**src/rtl/gameconsole_pkg.sv**
```systemverilog
// Shared console constants: screen geometry, line-buffer widths and pixel word layout.
package gameconsole_pkg;
  localparam int SCREEN_W        = 256;
  localparam int SCREEN_H        = 240;
  localparam int HMAX            = 341;
  localparam int VMAX            = 262;
  localparam int CLK_PER_DOT     = 4;
  localparam int LINEBUFF_ADDR_W = 8;
  localparam int LINEBUFF_DATA_W = 32;
  localparam int PIX_OPAQUE_BIT  = 31;
  localparam int PIX_PRIO_BIT    = 30;
  localparam int PIX_RGB_W       = 24;

  typedef enum logic {ST_WAIT = 1'b0, ST_RUN = 1'b1} scan_state_e;
endpackage

```
**src/rtl/vpu_sync_gen.sv**
```systemverilog
// Registered active-low hsync/vsync from the dot/line position of the shared timebase.
module vpu_sync_gen #(
  parameter int H_START = 264,
  parameter int H_LEN   = 32,
  parameter int H_TOTAL = 341,
  parameter int V_START = 242,
  parameter int V_LEN   = 2,
  parameter int V_TOTAL = 262
) (
  input  logic       clk,
  input  logic       rst_n,
  input  logic [8:0] x,
  input  logic [8:0] y,
  input  logic       dot_start,
  input  logic       line_start,
  output logic       hsync,
  output logic       vsync
);
  // Windows running past the line/frame end are cut short rather than wrapped.
  localparam int H_END = (H_START + H_LEN > H_TOTAL) ? H_TOTAL : H_START + H_LEN;
  localparam int V_END = (V_START + V_LEN > V_TOTAL) ? V_TOTAL : V_START + V_LEN;
  localparam logic [9:0] H_LO = 10'(H_START);
  localparam logic [9:0] H_HI = 10'(H_END);
  localparam logic [9:0] V_LO = 10'(V_START);
  localparam logic [9:0] V_HI = 10'(V_END);

  logic in_h, in_v;
  assign in_h = ({1'b0, x} >= H_LO) && ({1'b0, x} < H_HI);
  assign in_v = ({1'b0, y} >= V_LO) && ({1'b0, y} < V_HI);

  always_ff @(posedge clk or negedge rst_n) begin
    if (!rst_n) begin
      hsync <= 1'b1;
      vsync <= 1'b1;
    end else begin
      if (dot_start)  hsync <= !in_h;
      if (line_start) vsync <= !in_v;
    end
  end
endmodule

```
**src/rtl/vpu_scanout.sv**
```systemverilog
// VPU display back-end: reads BG/SP line buffers, composites by priority/opacity,
// emits registered color, dot clock and sync, and clears the displayed SP bank.
module vpu_scanout
  import gameconsole_pkg::*;
#(
  parameter int SCREEN_W      = gameconsole_pkg::SCREEN_W,
  parameter int SCREEN_H      = gameconsole_pkg::SCREEN_H,
  parameter int HMAX          = gameconsole_pkg::HMAX,
  parameter int VMAX          = gameconsole_pkg::VMAX,
  parameter int HSYNC_START   = 8,
  parameter int HSYNC_LEN     = 32,
  parameter int VSYNC_START   = 2,
  parameter int VSYNC_LEN     = 2,
  parameter int CLEAR_ON_READ = 1
) (
  input  logic                       clk,
  input  logic                       rst_n,
  input  logic [10:0]                line_cycle,
  input  logic [8:0]                 y,
  output logic [LINEBUFF_ADDR_W-1:0] bg_rd_addr,
  input  logic [LINEBUFF_DATA_W-1:0] bg_rd_data,
  output logic                       sp_bank,
  output logic [LINEBUFF_ADDR_W-1:0] sp_rd_addr,
  input  logic [LINEBUFF_DATA_W-1:0] sp_rd_data,
  output logic                       sp_we,
  input  logic [23:0]                backdrop,
  output logic                       dot_clk,
  output logic [31:0]                color,
  output logic                       hsync,
  output logic                       vsync
);
  localparam int PH_W = $clog2(CLK_PER_DOT);
  localparam int XW   = 11 - PH_W;
  localparam logic [XW-1:0] X_SW   = XW'(SCREEN_W);
  localparam logic [XW-1:0] X_LAST = XW'(HMAX - 1);
  localparam logic [8:0]    Y_SH   = 9'(SCREEN_H);
  localparam logic [LINEBUFF_ADDR_W-1:0] ADDR_LAST = LINEBUFF_ADDR_W'(SCREEN_W - 1);
  localparam logic [PH_W-1:0] PH_DATA = PH_W'(1);
  localparam logic [PH_W-1:0] PH_OUT  = PH_W'(2);
  localparam logic [PH_W-1:0] PH_ADDR = PH_W'(CLK_PER_DOT - 1);

  function automatic logic [PIX_RGB_W-1:0] composite(
    input logic [LINEBUFF_DATA_W-1:0] bg,
    input logic [LINEBUFF_DATA_W-1:0] sp,
    input logic [23:0]                bd
  );
    if (sp[PIX_OPAQUE_BIT] && (sp[PIX_PRIO_BIT] || !bg[PIX_OPAQUE_BIT]))
      return sp[PIX_RGB_W-1:0];
    else if (bg[PIX_OPAQUE_BIT])
      return bg[PIX_RGB_W-1:0];
    return bd;
  endfunction

  scan_state_e               state;
  logic [XW-1:0]             x, nx;
  logic [PH_W-1:0]           ph;
  logic                      active, run;
  logic [LINEBUFF_ADDR_W-1:0] addr_nx;
  logic [PIX_RGB_W-1:0]      staging_p1;

  assign x       = line_cycle[10:PH_W];
  assign ph      = line_cycle[PH_W-1:0];
  assign active  = (x < X_SW) && (y < Y_SH);
  assign run     = (state == ST_RUN);
  assign sp_bank = ~y[0];
  // Address for the next dot is set up on the last phase so it is stable for the whole of ph0.
  assign nx      = (x == X_LAST) ? '0 : x + 1'b1;
  assign addr_nx = (nx < X_SW) ? nx[LINEBUFF_ADDR_W-1:0] : ADDR_LAST;

  // Stage p1: line-buffer data valid, composite into staging.
  always_ff @(posedge clk) begin
    if (ph == PH_DATA)
      staging_p1 <= composite(bg_rd_data, sp_rd_data, backdrop);
  end

  // Stage p2: FSM, output color, dot clock, clear strobe and read addresses.
  always_ff @(posedge clk or negedge rst_n) begin
    if (!rst_n) begin
      state      <= ST_WAIT;
      color      <= '0;
      dot_clk    <= 1'b0;
      sp_we      <= 1'b0;
      bg_rd_addr <= '0;
      sp_rd_addr <= '0;
    end else begin
      case (state)
        ST_WAIT: if (line_cycle == 11'd0 && y == 9'd0) state <= ST_RUN;
        default: state <= ST_RUN;
      endcase
      sp_we   <= (CLEAR_ON_READ != 0) && run && active && (ph == PH_DATA);
      dot_clk <= run && (ph >= PH_OUT);
      if (ph == PH_OUT)
        color <= (run && active) ? {8'h00, staging_p1} : 32'h0;
      if (ph == PH_ADDR) begin
        bg_rd_addr <= addr_nx;
        sp_rd_addr <= addr_nx;
      end
    end
  end

  vpu_sync_gen #(
    .H_START(SCREEN_W + HSYNC_START),
    .H_LEN  (HSYNC_LEN),
    .H_TOTAL(HMAX),
    .V_START(SCREEN_H + VSYNC_START),
    .V_LEN  (VSYNC_LEN),
    .V_TOTAL(VMAX)
  ) u_sync (
    .clk       (clk),
    .rst_n     (rst_n),
    .x         (x),
    .y         (y),
    .dot_start (ph == '0),
    .line_start(line_cycle == 11'd0),
    .hsync     (hsync),
    .vsync     (vsync)
  );
endmodule

```
**config.mk**
```make
export PLATFORM = sky130hd
export DESIGN_NAME = vpu_scanout
export DESIGN_NICKNAME = d
export VERILOG_FILES = /design/src/rtl/gameconsole_pkg.sv /design/src/rtl/vpu_sync_gen.sv /design/src/rtl/vpu_scanout.sv
export SDC_FILE = /design/constraint.sdc
export NUM_CORES = 1
export LEC_CHECK = 0
export BUFFER_PORTS_ARGS = -buffer_cell sky130_fd_sc_hd__clkbuf_2
export CAP_MARGIN = 5
export CORE_ASPECT_RATIO = 0.75
export CORE_MARGIN = 3
export CORE_UTILIZATION = 35
export CTS_CLUSTER_SIZE = 24
export DETAILED_ROUTE_END_ITERATION = 16
export GPL_ROUTABILITY_DRIVEN = 1
export GPL_TIMING_DRIVEN = 0
export PLACE_DENSITY = 0.68
export SETUP_SLACK_MARGIN = 0.02
export SYNTH_ARGS = -nofsm -noshare
export SYNTH_HDL_FRONTEND = slang
export SYNTH_SLANG_ARGS = --single-unit
```
**constraint.sdc**
```tcl
create_clock -name clk -period 1.1 [get_ports clk]
set_clock_uncertainty 0.05 [all_clocks]
set_input_delay 0.22 -clock clk [delete_from_list [all_inputs] [get_ports clk]]
set_output_delay 0.22 -clock clk [all_outputs]
set_load 0.01 [all_outputs]
```
==> reports/qor.txt <==
OUTCOME
----------------------------------------------------------------------------------------
Outcome ................................................................... finished, violations left
Violations in the final reports ........................................... hold timing, setup timing

TIMING
----------------------------------------------------------------------------------------
Hold Violations, Final ....................................................           11
Post-layout minimum cycle time ............................................      1243 ps
Fmax achieved .............................................................   0.8045 GHz
Unrepaired setup endpoints after global routing ...........................          yes
Final worst hold slack ....................................................    -4.504 ps
Setup violators final .....................................................           56
Number of pins exceeding their max-slew limit in the final report .........            0
Final Worst Setup Slack ...................................................    -143.0 ps
Worst Max-Slew Pin Slew ...................................................     947.7 ps
Share of the clock period used by the worst path ..........................       113.0%
Normalized max-slew margin ................................................       36.82%

CTS
----------------------------------------------------------------------------------------
CTS H-tree depth ..........................................................            3
Number of CTS-inserted buffers ............................................            9
Clock Sinks ...............................................................           61
Hold bufs inserted after CTS ..............................................            0
Root Buffer ............................................................... sky130_fd_sc_hd__clkbuf_16
TritonCTS clock tree ......................................................        built
Latest clock arrival within the worst-skew pair ...........................       320 ps
Clock buffer depth ........................................................            2
Reg clk slew, reported paths ..............................................        60 ps

PLACE
----------------------------------------------------------------------------------------
Minimum setup slack after placement .......................................    -522.0 ps
Placed Cells ..............................................................          518
Total half-perimeter wirelength after legalization and detailed placement .     5.906 mm
GPL Wtd Cong ..............................................................       0.8200
Port-buffer cells .........................................................          138

WORST SETUP PATH
----------------------------------------------------------------------------------------
Number of buffer and inverter stages on the critical path .................            2
Startpoint-to-endpoint class of the critical path ......................... flop to primary output
Biggest fanout along the worst timing path ................................            3
Data required, critical path ..............................................       830 ps
Critical path's slowest cell .............................................. sky130_fd_sc_hd__dfrtp_1
Type of element capturing the critical path ............................... primary output
Cells along the critical path ............................................. buf_6, buf_6
Critical Path Max Stage Delay .............................................       410 ps
Top delay family on crit path .............................................   flip-flops
Most frequent cell on the critical path ................................... sky130_fd_sc_hd__buf_6
Worst endpoint data arrival time ..........................................       970 ps
Crit start category .......................................................         flop

YOSYS
----------------------------------------------------------------------------------------
Flip-flop and latch count after synthesis .................................           61
Count of synthesis-stage warnings from yosys ..............................            0
Count of flip-flops with a built-in enable after synthesis ................           24
Top cell type's share of synthesized area .................................       29.07%
Top cell type by total area after synthesis ............................... sky130_fd_sc_hd__dfrtp_1
Number of cells produced by synthesis .....................................          268
Dominant cell by count in the synthesized netlist ......................... sky130_fd_sc_hd__dfrtp_1
Synth async-reset ratio ...................................................       60.66%
Portion of the post-synthesis area used by sequential elements ............       54.73%
Mean cell area of the mapped netlist ......................................    11.24 um2
Area of the mapped netlist ................................................     3013 um2
Cell variety after synth ..................................................           43
Most used DFF post-synth .................................................. sky130_fd_sc_hd__dfrtp_1
Main area contributors after synthesis .................................... sky130_fd_sc_hd__dfrtp_1, sky130_fd_sc_hd__edfxtp_1, sky130_fd_sc_hd__mux2i_1, sky130_fd_sc_hd__a22o_1, sky130_fd_sc_hd__a21oi_1
Top cells by count, synth ................................................. sky130_fd_sc_hd__dfrtp_1, sky130_fd_sc_hd__a21oi_1, sky130_fd_sc_hd__nor2_1

FINISH
----------------------------------------------------------------------------------------
Non-filler cells in the finished layout ...................................          578
Total of fill cells in the finished design ................................          632
Net count reported at finish ..............................................          580
Diodes inserted ...........................................................            0
Area taken by flip-flops and latches ......................................     1649 um2
Area of combinational cells with multiple inputs ..........................     1434 um2
Synthesis-to-finish area growth ...........................................       70.22%
Layout cells sized above 1 ................................................       59.83%

FLOORPLANNING
----------------------------------------------------------------------------------------
Placement row count .......................................................           28
Die width .................................................................     113.1 um
IO Pins ...................................................................          163
Core region area ..........................................................     8128 um2
Die height ................................................................     86.35 um
Initial cell density of the core ..........................................       37.07%
Die ar. ...................................................................     9769 um2

ROUTING
----------------------------------------------------------------------------------------
Via count of the routed design ............................................         2812
Final ANT Viol Nets .......................................................            0
Post-detailed-route via-to-cell ratio .....................................        4.865
Post-detailed-route wirelength per cell ...................................     15.60 um
Sum of routed wire length over all layers .................................     9.019 mm
Number of DRC markers after the initial detailed-route iteration ..........          112
First-pass detailed-route iteration total .................................            4
DRC violations left .......................................................            0

POWER
----------------------------------------------------------------------------------------
Net switching fraction of the power .......................................       22.95%
Share of total power in combinational logic ...............................        16.4%
Power per unit of standard cell area ......................................  1342 nW/um2
Switching power of the nets ...............................................     1.579 mW
Clock power frac ..........................................................        46.3%
Peak supply drop ..........................................................    0.8267 mV
Proportion of power drawn by flip-flops and latches .......................        37.3%
Internal power ............................................................     5.302 mW
Cell leakage power ........................................................     2.477 nW

RUN
----------------------------------------------------------------------------------------
Number of max-cap violations ..............................................            0

GLOBAL ROUTE
----------------------------------------------------------------------------------------
Wire length of the first global-routing pass ..............................     13.09 mm
Grt ovf ...................................................................            0
Vias in the first global route ............................................         2639
Maximum number of pins on one net before global-route repair ..............           38
Initial antenna violation count ...........................................            0
Total routing usage reported by global routing ............................       17.27%

WORST HOLD PATH
----------------------------------------------------------------------------------------
Type of the most critical hold path ....................................... input port to async pin

## through the flow
stage | power [mW] | TNS (ps) | util (%) | area (um2) | hold slack (ps)
floorplan | 3.108 | -6360 | - | 3253 | -125.6
global placement | 3.486 | -29660 | 50.14 | 4075 | 355.8
detailed placement | 3.503 | -30580 | 50.14 | 4075 | 364.5
CTS | 6.779 | -4052 | 58.42 | 4748 | 23.67
global route | 7.159 | -7066 | 63.10 | 5129 | 67.88
finish | 6.881 | -3962 | 63.10 | 5129 | -4.504
## cells by family after synthesis
kind of cell,count (synthesis),share of synthesized area (%)
buffers and inverters,39,7.351
other,1,0.1245
flip-flops,61,54.73
multiplexers,25,8.347
XOR/XNOR,7,2.035
AO/OA/AOI/OAI,71,15.91
adder cells (fa/ha/maj),2,0.8304
AND/OR/NAND/NOR,62,10.67
## layer usage
metal	vias to the layer above	share of wire [%]	track usage (%)
li1	1365	-	-
met1	1326	42	22.66
met2	108	50	29.19
met3	13	7.0	4.396
met4	0	1.1	3.712
met5	-	0	0
## placed cells by master (no fill, tap or decap), types with 2 or more instances in the layout
master                         n
sky130_fd_sc_hd__nand3_1       5
sky130_fd_sc_hd__xor2_1        4
sky130_fd_sc_hd__bufinv_16     3
sky130_fd_sc_hd__a22o_1       24
sky130_fd_sc_hd__nor2_1       29
sky130_fd_sc_hd__buf_8         4
sky130_fd_sc_hd__nand4_1       2
sky130_fd_sc_hd__clkinvlp_4    2
sky130_fd_sc_hd__xnor2_1       3
sky130_fd_sc_hd__ha_4          2
sky130_fd_sc_hd__conb_1        8
sky130_fd_sc_hd__nor3_1        2
sky130_fd_sc_hd__buf_2         4
sky130_fd_sc_hd__buf_4        44
sky130_fd_sc_hd__a21oi_1      11
sky130_fd_sc_hd__o211ai_1      2
sky130_fd_sc_hd__clkbuf_4      5
sky130_fd_sc_hd__dfrtp_1      35
sky130_fd_sc_hd__buf_12        2
sky130_fd_sc_hd__clkbuf_2    117
sky130_fd_sc_hd__inv_1         3
sky130_fd_sc_hd__dfstp_2       2
sky130_fd_sc_hd__nor2b_4       2
sky130_fd_sc_hd__mux2i_1      24
sky130_fd_sc_hd__buf_6        34
sky130_fd_sc_hd__clkbuf_16    12
sky130_fd_sc_hd__nand2_1       2
sky130_fd_sc_hd__a21oi_2      21
sky130_fd_sc_hd__edfxtp_1     24
sky130_fd_sc_hd__nor2_4        2
sky130_fd_sc_hd__a211oi_2      6
## worst paths after layout
| path | from | to | slack (ps) | cells past startpoint |
|---|---|---|---|---|
| max | sp_rd_addr[1] | sp_rd_addr[1] | -140 | 2 |
| min | rst_n | color[8] | -5 | 1 |
| max reg2reg | run | color[15] | -110 | 4 |
| min reg2reg | staging_p1[21] | color[21] | 410 | 1 |
| max in group asynchronous | rst_n | color[16] | 420 | 1 |
| min in group clk | line_cycle[10] | u_sync.hsync | 110 | 2 |
## state kept, by name, summed over array words and instances, names as in the netlist
register,count
staging_p1,24
u_sync.hsync,1
run,1
u_sync.vsync,1
sp_rd_addr,8
color,24
dot_clk,1
sp_we,1
## area by class of cell
class / instances / share of cell area [%]
sequential: 61 / 32.15
timing repair buffer: 182 / 23.79
buffer: 32 / 6.343
multi-input combinational: 176 / 27.96
clock inverter: 7 / 2.220
inverter: 6 / 0.5855
clock buffer: 9 / 4.391
tap: 105 / 2.562
## what timing repair did
item                                    CTS  global route
cloned                                    2             0
setup buffers                            24            19
resized for setup                        29            64
endpoints found under the setup margin   99           100
pin swaps                                 3             9
## power groups by stage
stage	clock network [mW]	logic (mW)	registers, mW
2_1_floorplan	0	0.500	2.61
6_report	3.19	1.13	2.57
3_3_place_gp	0	0.889	2.60
3_5_place_dp	0	0.904	2.60
4_1_cts	3.23	0.986	2.56
5_1_grt	3.36	1.22	2.58
No activity file was read; power rests on OpenSTA's default activity.
